$ cat src/rtl/color_run_encoder.sv
// Run-length encoder for the colour FSM code stream: each maximal run of one
// code becomes a (code, length) record, queued in a small FIFO for the consumer.
module color_run_encoder #(
  parameter int COUNT_WIDTH = 8,
  parameter int FIFO_DEPTH  = 4
) (
  input  logic                           clk,
  input  logic                           rst,
  input  logic [1:0]                     in_code,
  input  logic                           in_valid,
  input  logic                           flush,
  output logic [1:0]                     out_code,
  output logic [COUNT_WIDTH-1:0]         out_len,
  output logic                           out_valid,
  input  logic                           out_ready,
  output logic [$clog2(FIFO_DEPTH+1)-1:0] fifo_level,
  output logic                           overflow,
  output logic                           err
);
  localparam int AW = (FIFO_DEPTH > 1) ? $clog2(FIFO_DEPTH) : 1;
  localparam int LW = $clog2(FIFO_DEPTH + 1);
  localparam logic [COUNT_WIDTH-1:0] MAX_LEN = {COUNT_WIDTH{1'b1}};
  localparam logic [LW-1:0]          FULL_LVL = LW'(FIFO_DEPTH);

  typedef enum logic {S_IDLE, S_RUN} state_e;
  typedef struct packed {
    logic [1:0]             code;
    logic [COUNT_WIDTH-1:0] len;
  } rec_t;

  state_e                 state_q, state_d;
  logic [1:0]             code_q, code_d;
  logic [COUNT_WIDTH-1:0] len_q, len_d;
  logic                   push;
  rec_t                   push_rec;

  // flush wins over any symbol presented in the same cycle
  logic sym, same, rsv;
  assign sym  = in_valid && !flush && (in_code == 2'd1 || in_code == 2'd2);
  assign rsv  = in_valid && !flush && (in_code == 2'd3);
  assign same = (in_code == code_q);

  always_ff @(posedge clk or negedge rst) begin
    if (!rst) begin
      state_q <= S_IDLE;
      code_q  <= '0;
      len_q   <= '0;
    end else begin
      state_q <= state_d;
      code_q  <= code_d;
      len_q   <= len_d;
    end
  end

  always_comb begin
    state_d = state_q;
    code_d  = code_q;
    len_d   = len_q;
    case (state_q)
      S_IDLE: if (sym) begin
        state_d = S_RUN;
        code_d  = in_code;
        len_d   = COUNT_WIDTH'(1);
      end
      S_RUN: begin
        if (flush) begin
          state_d = S_IDLE;
          len_d   = '0;
        end else if (sym) begin
          code_d = in_code;
          len_d  = (same && len_q != MAX_LEN) ? len_q + COUNT_WIDTH'(1) : COUNT_WIDTH'(1);
        end
      end
      default: state_d = S_IDLE;
    endcase
  end

  // A saturated run emits MAX and keeps going as a fresh run of the same code
  always_comb begin
    push     = 1'b0;
    push_rec = '{code: code_q, len: len_q};
    if (state_q == S_RUN)
      push = flush || (sym && (!same || len_q == MAX_LEN));
  end

  rec_t          mem_q [FIFO_DEPTH];
  logic [AW-1:0] wr_q, rd_q;
  logic [LW-1:0] level_q;
  logic          full, pop, do_push;

  assign full    = (level_q == FULL_LVL);
  assign pop     = out_valid && out_ready;
  // a full FIFO still accepts a push when the head leaves in the same cycle
  assign do_push = push && (!full || pop);

  always_ff @(posedge clk or negedge rst) begin
    if (!rst) begin
      for (int i = 0; i < FIFO_DEPTH; i++) mem_q[i] <= '0;
      wr_q     <= '0;
      rd_q     <= '0;
      level_q  <= '0;
      overflow <= 1'b0;
      err      <= 1'b0;
    end else begin
      if (do_push) begin
        mem_q[wr_q] <= push_rec;
        wr_q        <= wr_q + AW'(1);
      end
      if (pop) rd_q <= rd_q + AW'(1);
      case ({do_push, pop})
        2'b10:   level_q <= level_q + LW'(1);
        2'b01:   level_q <= level_q - LW'(1);
        default: level_q <= level_q;
      endcase
      if (push && !do_push) overflow <= 1'b1;
      if (rsv) err <= 1'b1;
    end
  end

  assign out_valid  = (level_q != '0);
  assign out_code   = out_valid ? mem_q[rd_q].code : 2'd0;
  assign out_len    = out_valid ? mem_q[rd_q].len : '0;
  assign fifo_level = level_q;
endmodule

$ cat config.mk
export PLATFORM = sky130hd
export DESIGN_NAME = color_run_encoder
export DESIGN_NICKNAME = d
export VERILOG_FILES = /design/src/rtl/color_run_encoder.sv
export SDC_FILE = /design/constraint.sdc
export NUM_CORES = 1
export LEC_CHECK = 0
export CAP_MARGIN = 20
export CORE_MARGIN = 10
export CORE_UTILIZATION = 25
export DETAILED_ROUTE_END_ITERATION = 6
export PLACE_DENSITY = 0.44
export SYNTH_ARGS = -nofsm -noshare
export SYNTH_HDL_FRONTEND = slang
export SYNTH_SLANG_ARGS = --single-unit
$ cat constraint.sdc
create_clock -name clk -period 4.55 [get_ports clk]
set_input_delay 0.6825 -clock clk [delete_from_list [all_inputs] [get_ports clk]]
set_output_delay 0.6825 -clock clk [all_outputs]
set_load 0.02 [all_outputs]
## Word level (Yosys, flattened, before mapping)

Index checks and enable logic that the tools add are counted.
Widths: inputs -> output; s select.

- Register bits after elaboration: 60
- Input bits: 7
- Output and inout port bits: 16
- Logic and storage cells: 80

- $add $sub $neg: 5
- $lt $le $gt $ge: 3
- Eq/ne operators: 12
- Mux-type cells: 21
- Bitwise logic cells: 3
- Reduce and logical (&&, ||, !) cells: 20

Operator list:

| kind | number |
|---|---|
| $bwmux 40 | 1 |
| $mux 8 | 5 |
| $mux 10 | 3 |
| $bmux 10 s2 | 1 |
| $demux 10 s2 | 1 |
| $pmux 8 s2 | 1 |
| $logic_and 1x1->1 | 9 |
| $add 8x1->8 const B | 1 |
| $eq 8x8->1 const B | 1 |
| $ne 8x8->1 const B | 1 |
| $eq 2x2->1 const B | 3 |
| $ge 3x3->1 const B | 2 |
| $mux 2 | 3 |
| $not 2->3 | 2 |
| $pmux 3 s2 | 1 |
| $add 2x1->2 const B | 2 |
| $eq 2x1->1 const B | 2 |
| $logic_not 1->1 | 4 |
| $logic_or 1x1->1 | 4 |
| $ne 2x2->1 const B | 2 |
| $pmux 2 s2 | 1 |
| $add 3x1->3 const B | 1 |
| $eq 3x3->1 const B | 1 |
| $lt 3x1->1 const B | 1 |
| 9 further kinds | 11 |

## Depth between registers and ports, before layout

- Depth after elaboration: 9
- Mapped depth: 11
- Depth with buffers taken out: 10

## Worst setup path after synthesis

No wires, ideal clock.

- Kind: input -> register
- Start point: input port in_code[0]
- End point: register level_q[2] (netlist: fifo_level[2])
- Library setup time: 0.080 ns
- Arrival: 2.615 ns
- Data required time: 4.470 ns
- Slack: 1.856 ns
- Cell stages on the path: 10
- Buffers on the path: 0
- Path through: ha_1 -> nand3b_1 -> nor2_2 -> a31oi_2 -> ha_1 -> inv_1 -> fa_1 -> xor2_1 -> nor2_1 -> xor2_1

- Longest elaborated chain between the ends: 9
- Elaborated cells between the ends (all ways): 15
- Those cells by class: eq/ne (5); mux (2); reduce/logical (8)

Ends and longest elaborated chain:

| item | RTL line | RTL |
|---|---|---|
| start, declared | 9 | `input logic [1:0] in_code,` |
| $eq 2x1->1, or another cell as far along | 39 | `assign sym = in_valid && !flush && (in_code == 2'd1 \|\| in_code == 2'd2);` |
| $logic_or 1x1->1 or $logic_not 1->1 (tied branches) | 39, 83 |  |
| $logic_and 1x1->1 or $logic_or 1x1->1 (tied branches) | 39, 83 |  |
| $logic_and 1x1->1 * | 83 | `push = flush \|\| (sym && (!same \|\| len_q == MAX_LEN));` |
| $logic_or 1x1->1 * | 83 |  |
| $mux 1 * | 82 | `if (state_q == S_RUN)` |
| $logic_and 1x1->1 * | 94 | `assign do_push = push && (!full \|\| pop);` |
| $eq 2x1->1 or $eq 2x2->1 (tied branches) | 110 | `case ({do_push, pop})` |
| $pmux 3 s2 or $reduce_bool 2->1 (tied branches) | n/a |  |
| end signal, assigned | 111 | `2'b10: level_q <= level_q + LW'(1);` |
| end signal, assigned | 112 | `2'b01: level_q <= level_q - LW'(1);` |
| end signal, assigned | 113 | `default: level_q <= level_q;` |
| end, declared | 88 | `logic [LW-1:0] level_q;` |

Every way passes the cells marked *; elsewhere a longest branch is shown, timed or not.
A chain may end at the register's enable or synchronous reset.

## Worst setup path after layout

- Start point: register rd_q[0]
- End point: output port out_len[5]

- Longest elaborated chain between the ends: 5

Ends and longest elaborated chain:

| item | RTL line | RTL |
|---|---|---|
| start, declared | 87 | `logic [AW-1:0] wr_q, rd_q;` |
| start signal, assigned | 109 | `if (pop) rd_q <= rd_q + AW'(1);` |
| $not 2->3 (not written as such) | 122 | `assign out_len = out_valid ? mem_q[rd_q].len : '0;` |
| $bmux 10 s2 | 122 |  |
| $mux 10 (not written as such) (2 in series) | 122 |  |
| $mux 8 | 122 |  |
| end, declared | 13 | `output logic [COUNT_WIDTH-1:0] out_len,` |

No other way between the ends. The select of a mux whose other input is x is not followed.

==> results.yml <==
worst_setup_path:
  reg2reg_setup_slack_ns: 1.66
  cp.required_ns: 3.87
  cp-end-kind: "primary output"
  crit_type: "flop to primary output"
  crit_family: "flip-flops"
  critical_path.slowest_cell: "dfrtp_1"
  path_cells: "mux4_2 -> and2_1 -> clkdlybuf4s50_1"
  cp.arrival_ns: 2.50
  cp_max_fo: 12
  startpoint_type: "flop"
  slowest_delay_ns: 0.85
  crit_buf_inv: 1
die:
  die_y_um: 129
  die_area_um2: 16700
  fp-row-count: 39
  core_area_um2: 11600
  initial_core_util_pct: 25.8
  die_x_um: 129
  io-pin-count: 23
finish:
  area_delta_synth_final_pct: 21.4
  antenna_cells: 0
  fin_area_um2: 3620
  nets: 263
  seq_area_um2: 1500
  drive_gt1_share_pct: 22.9
  nFillCells: 1184
  multi_input_area_um2: 1420
clocking:
  clk_pin_slew_worst_paths_ns: 0.05
  post-cts-setup-buffer-count: 0
  clock_path_buffers: 2
  cts-root-buf: "clkbuf_16"
  cts_hold_buffers: 0
  cts_tree: "yes"
  worstSkewPairLatency_ns: 0.33
  clock_sinks: 60
  cts_made_buffers: 9
  post_cts_resized: 0
  htree_levels: 3
yosys:
  synth_top_family_by_area: "multiplexers"
  syn_avg_cell_area_um2: 13.3
  yosys_warnings: 0
  synth_edf_count: 0
  async_flop_share_pct: 100
  synthFlopType: "dfrtp_1"
  yosys.area_share.adder_pct: 3.61
  synthMuxAreaShare_pct: 23.4
  synth_xor_area_share_pct: 4.11
  yosysMostFrequentCell: "dfrtp_1"
  synthCells: 224
  yosysSeqAreaShare_pct: 50.3
  synth-compound-area-share_pct: 7.13
  yosysTopAreaCell: "dfrtp_1"
  yosysUniqueCellTypes: 36
  yosysTopAreaCellShare_pct: 50.3
  synthTopCellsByCount: "dfrtp_1 (60), mux2_2 (23), mux2_1 (18), and2_1 (16), nand2_1 (12)"
  synth_seq_cells: 60
  synth_nets: 239
  synth-simple-area-share_pct: 9.27
  synth_area_leaders: "dfrtp_1 (50%), mux2_2 (8.7%), mux4_2 (7.5%), mux2_1 (6.8%), and2_1 (3.4%)"
  syn_area_um2: 2980
timing:
  relSlewSlack_pct: 47.7
  slew_violations: 0
  max_slew.worst_pin.slew_ns: 0.785
  hold_viol_final: 0
  rsz0062_at_grt: "no"
  clock.fmax_mhz: 315
  min_period_over_period_pct: 69.9
  fin_skew_ns: 0.00684
  finalSetupViolations: 0
  setup_ws_ns: 1.37
  final.min_clock_period_ns: 3.18
  setup_tns_ns: 0
global_routing:
  first_global_vias: 2003
  grt_pass1_wl_um: 10800
  grt_remaining_overflow: 0
  antenna_found_initial: 0
  grt_max_degree: 32
  track_usage_pct: 8.48
detailed_routing:
  routed_wirelength_um: 6600
  vias: 1817
  firstDrtPassIters: 4
  dr.first_iter.drc_count: 112
  drc_errors: 0
  ant_nets: 0
  via_per_inst: 4.59
  wl_per_cell_um: 16.7
power_and_ir_drop:
  power.density_nw_per_um2: 562
  leakage_nw: 1.63
  peakVddDrop_uv: 153
placement:
  gp_congestion: 0.734
  post-place-ws_ns: 1.11
  port_buffers: 22
  detailed_place.area_um2: 3350
  dp_hpwl_um: 4420
outcome:
  status: "finished clean"
min_path:
  hp-class: "primary input to async pin"
run:
  cap_violations: 0
flip-flops by register name, indices dropped and copies added, names as in the netlist:
| name | count |
|---|---|
| wr_q | 2 |
| state_q | 1 |
| len_q | 8 |
| mem_q | 40 |
| code_q | 2 |
| err | 1 |
| overflow | 1 |
| fifo_level | 3 |
| rd_q | 2 |
layout make-up:
class | count | area share (%)
Sequential cell | 60 | 41.4
Multi-Input combinational cell | 147 | 39.1
Clock buffer | 9 | 6.22
Timing Repair Buffer | 23 | 6.15
Tap cell | 143 | 4.94
Clock inverter | 7 | 1.45
Inverter | 7 | 0.725
layout by cell type, fill, tap and decap left out, drive strengths merged:
master          n
dfrtp          60
mux2           41
clkdlybuf4s50  21
and2           16
nand2          12
mux4           10
nor2           10
xor2            9
clkbuf          9
inv             8
ha              7
and3            5
xnor2           5
o21ai           5
a31oi           5
clkinvlp        4
a21oi           3
a2111oi         2
nand3           2
o2111ai         2
clkinv          2
buf             2
or3             1
and4            1
a211o           1
nor4b           1
nand3b          1
or4b            1
mux2i           1
and3b           1
o211ai          1
a211oi          1
o21bai          1
a31o            1
fa              1
per-stage QoR:
step	hold WS [ns]	power, mW	utilization (%)	std cells
after floorplan	0.387	1.20	-	224
after global placement	0.467	1.44	28.9	380
after detailed placement	0.474	1.44	28.9	380
after CTS	0.434	2.07	31.3	396
after global routing	0.469	2.17	31.3	396
final	0.409	2.04	31.3	396
where the power goes:
group | internal [mW] | switching [mW] | leakage (nW)
logic | 0.332 | 0.265 | 0.717
registers | 0.661 | 0.154 | 0.791
clock network | 0.369 | 0.257 | 0.124
routing by layer:
layer	vias to the layer above	GRT usage [%]	routed length (µm)
li1	857	-	-
met1	924	10.9	3260
met2	27	12.9	2960
met3	9	2.37	269
met4	0	4.21	105
met5	-	0	0
final timing paths:
check,from,to,depth (start not counted)
setup reg to reg,len_q[0],fifo_level[2],10
min in group clk,mem_q[37],mem_q[37],1
hold / removal,rst,mem_q[38],1
setup / recovery,rd_q[0],out_len[5],3
max in group asynchronous,rst,mem_q[29],2
hold reg to reg,mem_q[37],mem_q[37],1
cells by family after synthesis:
group | Yosys count
XOR/XNOR | 14
flip-flops | 60
multiplexers | 52
buffers and inverters | 17
AND/OR/NAND/NOR | 51
AO/OA/AOI/OAI | 22
adder cells (fa/ha/maj) | 8
Note: power is estimated with default switching activity, not from simulation.
